## src/rtl/fdtd_axi_pkg.sv

```systemverilog
// Shared AXI constants and read-side FSM state type for the FDTD
// user-plugin register front ends.
//   RESP_*  : AXI response encodings
//   BURST_* : AXI burst-type encodings (BURST_RSVD is the illegal 2'b11)
//   rd_state_t : read front-end FSM states
package fdtd_axi_pkg;

  localparam logic [1:0] RESP_OKAY   = 2'b00;
  localparam logic [1:0] RESP_EXOKAY = 2'b01;
  localparam logic [1:0] RESP_SLVERR = 2'b10;
  localparam logic [1:0] RESP_DECERR = 2'b11;

  localparam logic [1:0] BURST_FIXED = 2'b00;
  localparam logic [1:0] BURST_INCR  = 2'b01;
  localparam logic [1:0] BURST_WRAP  = 2'b10;
  localparam logic [1:0] BURST_RSVD  = 2'b11;

  typedef enum logic [1:0] {
    IDLE = 2'd0,
    READ = 2'd1,
    SEND = 2'd2
  } rd_state_t;

endpackage

```

## src/rtl/fdtd_reg_word_rd.sv

```systemverilog
// AXI4 read-slave front end for the FDTD plugin register block.
// Accepts one AR transaction at a time and, for every beat, issues a
// one-cycle register read strobe (READ) and then presents the registered
// data on the R channel (SEND) until it is accepted.
// Ports:
//   ACLK, ARESET         clock, synchronous active-high reset
//   AR*_i / ARREADY_o    read-address channel (only ID, ADDR, LEN, BURST used)
//   R*_o / RREADY_i      read-data channel, all outputs registered/Moore
//   rd_req_o             register read strobe, one per beat
//   word_addr_o          register word address
//   rdata_i              register data, combinational from word_addr_o
module fdtd_reg_word_rd
  import fdtd_axi_pkg::*;
#(
  parameter int AXI4_ADDR_WIDTH = 32,
  parameter int AXI4_DATA_WIDTH = 32,
  parameter int AXI4_ID_WIDTH   = 16,
  parameter int AXI4_USER_WIDTH = 10,
  parameter int WORD_ADDR_WIDTH = 4
) (
  input  logic                       ACLK,
  input  logic                       ARESET,
  input  logic [AXI4_ID_WIDTH-1:0]   ARID_i,
  input  logic [AXI4_ADDR_WIDTH-1:0] ARADDR_i,
  input  logic [7:0]                 ARLEN_i,
  input  logic [2:0]                 ARSIZE_i,
  input  logic [1:0]                 ARBURST_i,
  input  logic                       ARLOCK_i,
  input  logic [3:0]                 ARCACHE_i,
  input  logic [2:0]                 ARPROT_i,
  input  logic [3:0]                 ARREGION_i,
  input  logic [3:0]                 ARQOS_i,
  input  logic [AXI4_USER_WIDTH-1:0] ARUSER_i,
  input  logic                       ARVALID_i,
  output logic                       ARREADY_o,
  output logic [AXI4_ID_WIDTH-1:0]   RID_o,
  output logic [AXI4_DATA_WIDTH-1:0] RDATA_o,
  output logic [1:0]                 RRESP_o,
  output logic                       RLAST_o,
  output logic [AXI4_USER_WIDTH-1:0] RUSER_o,
  output logic                       RVALID_o,
  input  logic                       RREADY_i,
  output logic                       rd_req_o,
  output logic [WORD_ADDR_WIDTH-1:0] word_addr_o,
  input  logic [AXI4_DATA_WIDTH-1:0] rdata_i
);

  rd_state_t                  state;
  logic [AXI4_ID_WIDTH-1:0]   r_id;
  logic [WORD_ADDR_WIDTH-1:0] r_addr;
  logic [7:0]                 r_len;
  logic [1:0]                 r_burst;
  logic [7:0]                 beat_cnt;
  logic [AXI4_DATA_WIDTH-1:0] r_rdata;

  logic rsvd;
  logic last;

  assign rsvd = (r_burst == BURST_RSVD);
  // beat_cnt never passes r_len, so an ARLEN of 255 terminates at 255
  // without the 8-bit counter wrapping.
  assign last = (beat_cnt == r_len);

  always_ff @(posedge ACLK) begin
    if (ARESET) begin
      state    <= IDLE;
      r_id     <= '0;
      r_addr   <= '0;
      r_len    <= '0;
      r_burst  <= BURST_FIXED;
      beat_cnt <= '0;
      r_rdata  <= '0;
    end else begin
      unique case (state)
        IDLE: begin
          if (ARVALID_i) begin
            r_id     <= ARID_i;
            r_addr   <= ARADDR_i[WORD_ADDR_WIDTH+1:2];
            r_len    <= ARLEN_i;
            r_burst  <= ARBURST_i;
            beat_cnt <= '0;
            state    <= READ;
          end
        end
        READ: begin
          // Reserved bursts return zero data; the strobe is gated off below.
          r_rdata <= rsvd ? '0 : rdata_i;
          state   <= SEND;
        end
        SEND: begin
          if (RREADY_i) begin
            if (last) begin
              state <= IDLE;
            end else begin
              // WRAP is deliberately handled as INCR; the address space
              // wraps naturally at 2^WORD_ADDR_WIDTH.
              if (r_burst != BURST_FIXED) r_addr <= r_addr + 1'b1;
              beat_cnt <= beat_cnt + 8'd1;
              state    <= READ;
            end
          end
        end
        default: state <= IDLE;
      endcase
    end
  end

  assign ARREADY_o   = (state == IDLE);
  assign rd_req_o    = (state == READ) && !rsvd;
  assign word_addr_o = r_addr;
  assign RVALID_o    = (state == SEND);
  assign RLAST_o     = (state == SEND) && last;
  assign RRESP_o     = ((state == SEND) && rsvd) ? RESP_SLVERR : RESP_OKAY;
  assign RID_o       = r_id;
  assign RDATA_o     = r_rdata;
  assign RUSER_o     = '0;

  // Sideband AR fields carry no meaning for a register block.
  logic unused_ar;
  assign unused_ar = ^{ARADDR_i, ARSIZE_i, ARLOCK_i, ARCACHE_i, ARPROT_i,
                       ARREGION_i, ARQOS_i, ARUSER_i};

endmodule

```

## config.mk

```make
export PLATFORM = sky130hd
export DESIGN_NAME = fdtd_reg_word_rd
export DESIGN_NICKNAME = d
export VERILOG_FILES = /design/src/rtl/fdtd_axi_pkg.sv /design/src/rtl/fdtd_reg_word_rd.sv
export SDC_FILE = /design/constraint.sdc
export NUM_CORES = 1
export LEC_CHECK = 0
export ABC_AREA = 1
export BUFFER_PORTS_ARGS = -buffer_cell sky130_fd_sc_hd__buf_2
export CAP_MARGIN = 10
export CORE_MARGIN = 4
export CORE_UTILIZATION = 25
export CTS_BUF_LIST = sky130_fd_sc_hd__clkbuf_8
export CTS_CLUSTER_DIAMETER = 120
export DETAILED_ROUTE_END_ITERATION = 12
export GPL_TIMING_DRIVEN = 0
export HOLD_SLACK_MARGIN = 0.1
export PLACE_DENSITY = 0.48
export SYNTH_ARGS = -nofsm -noshare
export SYNTH_HDL_FRONTEND = slang
export SYNTH_SLANG_ARGS = --single-unit
```

## constraint.sdc

```tcl
create_clock -name ACLK -period 2.5 [get_ports ACLK]
set_input_delay 0.25 -clock ACLK [delete_from_list [all_inputs] [get_ports ACLK]]
set_output_delay 0.25 -clock ACLK [all_outputs]
set_load 0.1 [all_outputs]
```

# Word level (Yosys, flattened, before mapping)

Index checks and enable logic that the tools add are counted.

Register bits after elaboration: 72
Input port bits: 123
Output and inout port bits: 68
Logic and storage cells: 43

Add/sub/neg operators: 2
Equal/unequal tests: 8
Muxes and demuxes: 15
Reductions and logical operators: 11

Operator list:

| cell                | count |
|---|---|
| $mux 32             | 1 |
| $mux 8              | 3 |
| $mux 4              | 4 |
| $pmux 8 s2          | 1 |
| $add 8x1->8 const B | 1 |
| $eq 8x8->1          | 1 |
| $pmux 4 s2          | 1 |
| $mux 2              | 3 |
| $pmux 2 s3          | 1 |
| $reduce_and 5->1    | 1 |
| $add 4x1->4 const B | 1 |
| $eq 2x2->1 const B  | 2 |
| $ne 2x1->1 const B  | 2 |
| $ne 2x2->1 const B  | 2 |
| $reduce_and 2->1    | 2 |
| $reduce_and 4->1    | 1 |
| $reduce_bool 2->1   | 2 |
| $logic_and 1x1->1   | 3 |
| $eq 2x1->1 const B  | 1 |
| $logic_not 2->1     | 1 |
| $logic_not 1->1     | 1 |
| $mux 1              | 1 |

# Logic depth before layout (Yosys ltp)

Gate-level depths: netlist of run 1.

Word-level depth: 5
Gate-level depth with buffers: 10
Gate-level depth less buffers: 10

# Worst setup path after synthesis of run 1

No wires, ideal clock.

Path kind: reg2out
Start: register state[1]
End: output RRESP_o[1]
Data arrival time: 3333 ps
Required time: 2250 ps
Setup slack: -1083 ps
Stages on the path, launching flop included: 6
Path buffers: 1
Path through: dfxtp_1 inv_2 nor2_4 inv_2 buf_2 nor3_1

Longest elaborated chain between the ends: 3

Ends and longest elaborated chain:

| what                   | line                    | source |
|---|---|---|
| from (decl)            | fdtd_reg_word_rd.sv:48  | `rd_state_t state;` |
| from (signal assigned) | fdtd_reg_word_rd.sv:66  | `state <= IDLE;` |
| from (signal assigned) | fdtd_reg_word_rd.sv:82  | `state <= READ;` |
| from (signal assigned) | fdtd_reg_word_rd.sv:88  | `state <= SEND;` |
| $eq 2x2->1             | -                       |  |
| net RVALID_o           | fdtd_reg_word_rd.sv:41  | `output logic RVALID_o,` |
| $logic_and 1x1->1      | fdtd_reg_word_rd.sv:113 | `assign RRESP_o = ((state == SEND) && rsvd) ? RESP_SLVERR : RESP_OKAY;` |
| $mux 2                 | fdtd_reg_word_rd.sv:113 |  |
| to (decl)              | fdtd_reg_word_rd.sv:38  | `output logic [1:0] RRESP_o,` |

The timed path passes the listed nets, and every way through them passes these cells.

# Worst setup path in the final report of run 1

Start: register beat_cnt[4]
End: output RLAST_o

Longest elaborated chain between the ends: 2

Ends and longest elaborated chain:

| what                   | line                    | source |
|---|---|---|
| from (decl)            | fdtd_reg_word_rd.sv:53  | `logic [7:0] beat_cnt;` |
| from (signal assigned) | fdtd_reg_word_rd.sv:98  | `beat_cnt <= beat_cnt + 8'd1;` |
| $eq 8x8->1             | fdtd_reg_word_rd.sv:62  | `assign last = (beat_cnt == r_len);` |
| $logic_and 1x1->1      | fdtd_reg_word_rd.sv:112 | `assign RLAST_o = (state == SEND) && last;` |
| to (decl)              | fdtd_reg_word_rd.sv:39  | `output logic RLAST_o,` |

No other way between the ends.

==> results of run 1 <==
[metrics by stage]
step	instance area (µm²)	hold slack, ns	utilization, %	worst slack (ns)	power [mW]
after global routing	4070	0.121	34.0	0.00611	3.25
final	4070	0.134	34.0	0.224	3.10
after floorplan	3090	0.398	-	0.179	2.11
after detailed placement	3880	0.468	32.5	0.438	2.30
after CTS	4060	0.114	33.9	0.0304	3.14
after global placement	3880	0.460	32.5	0.479	2.30
[final cells by class]
class / count / area [µm²] / share of cell area (%)
Tap cell: 147 / 184 / 4.52
Clock inverter: 7 / 47.5 / 1.17
Inverter: 28 / 106 / 2.61
Clock buffer: 9 / 124 / 3.05
Multi-Input combinational cell: 274 / 1370 / 33.7
Sequential cell: 72 / 1440 / 35.4
Timing Repair Buffer: 121 / 611 / 15.0
Buffer: 34 / 183 / 4.49
[sequential cells by signal, summed over array words and instances, names as in the netlist]
name and cells:
r_len 8, word_addr_o 4, state 2, RID_o 16, r_burst 2, beat_cnt 8
RDATA_o 32
[layout by cell type, fill, tap and decap left out, drive strengths merged]
| cell | count |
|---|---|
| conb | 11 |
| nand3 | 21 |
| clkinv | 5 |
| buf | 137 |
| o21ai | 29 |
| nor2 | 95 |
| clkbuf | 27 |
| inv | 28 |
| o31ai | 1 |
| nand4 | 2 |
| xnor2 | 2 |
| a21oi | 20 |
| nor3 | 2 |
| ha | 2 |
| a22oi | 33 |
| nor3b | 2 |
| or2 | 2 |
| dfxtp | 72 |
| nand2 | 51 |
| xor2 | 1 |
| clkinvlp | 2 |
[power groups by stage]
stage / registers [mW] / logic (mW) / clock network [mW]
2_1_floorplan: 1.75 / 0.359 / 0
3_3_place_gp: 1.30 / 0.995 / 0
3_5_place_dp: 1.31 / 1.00 / 0
4_1_cts: 1.28 / 1.00 / 0.856
5_1_grt: 1.29 / 1.06 / 0.898
6_report: 1.28 / 0.998 / 0.820
[cells by family (layout without fill, tap and decap cells)]
group,after synthesis,after routing,share of synthesized area [%]
and+or+nand+nor,175,175,24.3
AOI/OAI and AO/OA,83,83,17.1
DFF,72,72,47.4
buffers and inverters,62,199,9.50
xor gates and xnor gates,3,3,0.864
adders and majority gates,2,2,0.822
other,1,11,0.123
[worst max path at each step]
stage	to	slack [ns]	depth (start not counted)
after floorplan	RRESP_o[1]	0.18	5
after global placement	rd_req_o	0.48	4
after detailed placement	rd_req_o	0.44	4
after CTS	rd_req_o	0.03	4
after global routing	RLAST_o	0.006	9
final	RLAST_o	0.22	9
[layer usage]
| metal | share of wire (%) | vias to the layer above | GRT usage, % | wire, µm |
|---|---|---|---|---|
| li1 | - | 1565 | - | - |
| met1 | 46 | 1339 | 16.8 | 4060 |
| met2 | 44 | 98 | 19.8 | 3870 |
| met3 | 9.1 | 9 | 4.69 | 799 |
| met4 | 0.81 | 0 | 3.96 | 71 |
| met5 | 0 | - | 0 | 0 |
[repair_timing]
action	4_1_cts	5_1_grt
hold buffers	0	0
endpoints found under the setup margin	0	2
gates resized for setup	0	3
[worst max-delay path: cells and delay by family (launching register included)]
family | cells | cell delay, ns
simple gates | 6 | 0.65
flops | 1 | 0.47
buf+inv | 3 | 0.55
==> impl_metrics.py, run 1 <==
metrics = {
    "run_status": {
        "outcome": "finished, final reports clean",
    },
    "yosys": {
        "yosys.area.top_type_share_pct": 47.4,
        "yosysTopAreaCell": "dfxtp_1",
        "synthArstFlopShare_pct": 0,
        "synth_edf_count": 0,
        "ys_ff_latch": 72,
        "synth_top_flop_cell": "dfxtp_1",
        "synth.avg_cell_area_um2": 7.65,
        "ys_top_cells_by_area": "dfxtp_1, nor2_1, a22oi_1",
        "yosysMostFrequentCell": "nor2_1",
        "synth_commonest_cells": "nor2_1, dfxtp_1, nand2_1",
        "yosys.cell_types.count": 31,
        "yosys_warnings": 0,
        "syn-cell-area_um2": 3040,
        "synth.yosys.seq_area_share_pct": 47.4,
        "synth_cells": 398,
    },
    "clocking": {
        "clk_latency_ns": 0.35,
        "tritoncts": "yes",
        "clock_tree.root_cell": "clkbuf_8",
        "clock_sinks": 72,
        "path_clk_slew_ns": 0.08,
        "post_cts.repair.setup_buffers": 0,
        "htreeDepth": 3,
        "clk_path_buf_depth": 2,
        "cts_buffers": 9,
    },
    "grt": {
        "grt_max_degree": 14,
        "antenna_found_initial": 0,
        "grt_overflow_total": 0,
        "grt_pass1_wl_um": 14700,
        "grt.total_usage_pct": 12.8,
        "grt_pass1_vias": 2943,
    },
    "cells_and_area": {
        "drive_gt1_share_pct": 31.9,
        "n_antenna_cell": 0,
        "fin_nets": 665,
        "area_growth_pct": 33.7,
        "finalNonFillerCells": 692,
        "num-fill-cells": 1293,
    },
    "power_and_ir_drop": {
        "p_seq_share_pct": 41.3,
        "p_per_area_nw_per_um2": 762,
        "cellInternalPower_mw": 1.78,
        "power.clock.fraction_pct": 26.5,
        "p_sw_mw": 1.32,
        "vdd.ir_drop.worst_uv": 376,
        "switching_share_pct": 42.5,
        "p_leak_nw": 1.96,
        "power_frac_comb_pct": 32.2,
    },
    "setup_path": {
        "r2r-start": "state[1]",
        "reg2regPathDepth": 9,
        "path_common_cell": "nand2_1",
        "cp.arrival_ns": 2.03,
        "cp-end-kind": "output pin",
        "cp_slowest_cell": "dfxtp_1",
        "r2r-end": "word_addr_o[0]",
        "crit_path_cell_trace": "inv_1 > nand2_1 > nand2_1 > nor2_1 > nand2_1 > nor2_2 > nand3_2 > inv_1 > clkbuf_4",
        "ff2ff_setup_slack_ns": 0.80,
        "crit_required_ns": 2.25,
        "critPathKind": "register to output pin",
        "slowest_delay_ns": 0.47,
        "setup.worst_path.start": "beat_cnt[4]",
        "startpoint_type": "register",
        "cp_max_fo": 9,
    },
    "timing": {
        "slew_headroom_pct": 62.7,
        "fmax_mhz": 439,
        "finalSetupTns_ns": 0,
        "hold_viol": 0,
        "finalMaxSlewViolations": 0,
        "finalCritPeriodShare_pct": 91.0,
        "finalSetupViolCount": 0,
        "rsz0062_at_grt": "no",
        "skew_ns": 0.00889,
        "tightest_slew_ns": 0.560,
        "period_needed_ns": 2.28,
    },
    "die": {
        "io_pins": 191,
        "rows": 40,
        "core_um2": 12000,
        "initial_utilization_pct": 25.4,
        "die_h_um": 118,
        "die_area_um2": 14000,
        "die_w_um": 118,
    },
    "route": {
        "drt_iter0_drc": 141,
        "vias": 3011,
        "wirelength_um": 8800,
        "ant_nets": 0,
        "drc": 0,
        "avgRoutedWirePerCell_um": 12.7,
        "vias_per_cell": 4.35,
        "first_pass_iters": 4,
    },
    "min_path": {
        "hp-class": "input port to register",
        "holdPathEnd": "RDATA_o[1]",
        "hold_depth": 3,
        "worstHoldStart": "rdata_i[1]",
    },
    "place": {
        "hpwlAfterDp_um": 6680,
        "place.gp.congestion": 0.752,
        "portBuffers": 121,
        "dp.cells": 676,
    },
    "run": {
        "drv_cap": 0,
    },
}
(Power assumes the default switching activity.)
==> inputs of run 2 (changes only) <==
--- a/config.mk
+++ b/config.mk
@@ -10,7 +10,6 @@
 export CAP_MARGIN = 10
 export CORE_MARGIN = 4
 export CORE_UTILIZATION = 25
-export CTS_BUF_LIST = sky130_fd_sc_hd__clkbuf_8
 export CTS_CLUSTER_DIAMETER = 120
 export DETAILED_ROUTE_END_ITERATION = 12
 export GPL_TIMING_DRIVEN = 0
==> run 2 against run 1 <==
  * Flip-flop and latch count did not move
  * Clock power up 44%
  * Utilization up 0.78 points
  * Clock-buffer cell count unchanged
  * Critical path depth fell by 5
  * Fmax is 1.4% lower
  * Via count increased by 0.37%
  * Setup slack got worse by 0.033 ns
  * Combinational power about the same
  * Critical path type unchanged
  * Largest cell class unchanged
  * Highest routed layer unchanged
==> impl_metrics.py, run 2 (synthesis gave the netlist of run 1 again) <==
metrics = {
    "run_status": {
        "outcome": "finished, final reports clean",
    },
    "place": {
        "hpwlAfterDp_um": 6680,
        "portBuffers": 121,
        "place.gp.congestion": 0.752,
        "dp.cells": 676,
        "pre_cts_slack_ns": 0.438,
    },
    "grt": {
        "grt.total_usage_pct": 12.9,
        "grt_max_degree": 14,
        "grt_overflow_total": 0,
        "antenna_found_initial": 0,
        "grt_pass1_wl_um": 14800,
        "grt_pass1_vias": 2967,
    },
    "timing": {
        "finalMaxSlewViolations": 0,
        "slew_headroom_pct": 62.4,
        "tightest_slew_ns": 0.564,
        "skew_ns": 0.00668,
        "fmax_mhz": 433,
        "finalCritPeriodShare_pct": 92.4,
        "hold_viol": 0,
        "setup_slack_ns": 0.191,
        "period_needed_ns": 2.31,
        "finalSetupTns_ns": 0,
        "rsz0062_at_grt": "no",
        "holdWs_ns": 0.154,
        "finalSetupViolCount": 0,
    },
    "power_and_ir_drop": {
        "cellInternalPower_mw": 2.09,
        "switching_share_pct": 39.4,
        "vdd.ir_drop.worst_uv": 310,
        "p_per_area_nw_per_um2": 831,
        "power.clock.fraction_pct": 34.1,
        "power_mw": 3.46,
        "power_frac_comb_pct": 28.9,
        "p_sw_mw": 1.36,
        "p_seq_share_pct": 37.1,
        "p_leak_nw": 2.00,
    },
    "clocking": {
        "tritoncts": "yes",
        "cts_buffers": 9,
        "clk_path_buf_depth": 2,
        "clk_latency_ns": 0.33,
        "clock_sinks": 72,
        "clock_tree.root_cell": "clkbuf_16",
        "htreeDepth": 3,
        "path_clk_slew_ns": 0.06,
        "post_cts.repair.setup_buffers": 0,
    },
    "cells_and_area": {
        "finalNonFillerCells": 692,
        "drive_gt1_share_pct": 31.9,
        "num-fill-cells": 1290,
        "largest_reg_flops": 32,
        "area_growth_pct": 36.8,
        "n_antenna_cell": 0,
        "fin_nets": 665,
        "layout_commonest_cell": "buf_2",
        "final_cell_mix": "buf_2, nor2_1, dfxtp_1",
    },
    "route": {
        "first_pass_iters": 5,
        "drt_iter0_drc": 164,
        "avgRoutedWirePerCell_um": 12.7,
        "vias": 3022,
        "drc": 0,
        "ant_nets": 0,
        "wirelength_um": 8820,
        "vias_per_cell": 4.37,
        "dr_wl_met3_um": 767,
        "highest_layer": "met4",
        "wl_met2_um": 3810,
        "wl_met1_um": 4170,
    },
    "run": {
        "drv_cap": 0,
    },
    "setup_path": {
        "startpoint_type": "register",
        "cp_max_fo": 10,
        "crit_required_ns": 2.25,
        "critPathKind": "register to output pin",
        "cp.arrival_ns": 2.06,
        "cp-end-kind": "output pin",
    },
    "die": {
        "die_area_um2": 14000,
        "rows": 40,
        "core_um2": 12000,
        "io_pins": 191,
        "initial_utilization_pct": 25.4,
        "die_w_um": 118,
        "die_h_um": 118,
    },
    "min_path": {
        "hp-class": "input port to register",
    },
}
## run 2: critical path, stage by stage (launching register included)
cell and delay, ns:
dfxtp_1 0.46, nand2_1 0.26, a21oi_2 0.36, buf_2 0.28, clkbuf_4 0.36
## run 2: cell type report
| cell class | count | area, µm² | share of cell area [%] |
|---|---|---|---|
| clock buffer | 9 | 225 | 5.41 |
| clock inverter | 7 | 47.5 | 1.14 |
| buffer | 34 | 183 | 4.39 |
| multi-input combinational | 274 | 1360 | 32.8 |
| inverter | 28 | 106 | 2.56 |
| sequential | 72 | 1440 | 34.6 |
| timing repair buffer | 121 | 611 | 14.7 |
| tap | 147 | 184 | 4.42 |
## run 2: repair_timing
item | 4_1_cts | 5_1_grt
hold endpoints to repair | 0 | 0
hold buffers | 0 | 0
endpoints found under the setup margin | 0 | 2
resized for setup | 0 | 2
## run 2: through the flow
stage	util [%]	instance area [µm²]
floorplan	-	3090
global placement	32.5	3880
detailed placement	32.5	3880
CTS	34.7	4160
global route	34.8	4160
finish	34.8	4160
## run 2: path summary, 6_finish.rpt
check | start | endpoint | slack (ns) | cells after the start
min reg2reg | r_len[1] | r_len[1] | 0.47 | 2
max reg2reg | state[1] | word_addr_o[0] | 0.79 | 9
max | state[0] | rd_req_o | 0.19 | 4
min | rdata_i[9] | RDATA_o[9] | 0.15 | 3
## run 2: power by group through the flow
stage	logic [mW]	registers [mW]	clock network, mW
after global placement	0.995	1.30	0
after CTS	1.00	1.28	1.21
after floorplan	0.359	1.75	0
final	0.998	1.28	1.18
after detailed placement	1.00	1.31	0
after global routing	1.06	1.29	1.26
## run 2: per-layer routing
metal  up-vias  global-route usage, %
met3         6                   5.26
li1       1565                      -
met5         -                      0
met4         0                   3.30
met2       100                   19.7
met1      1351                   16.9
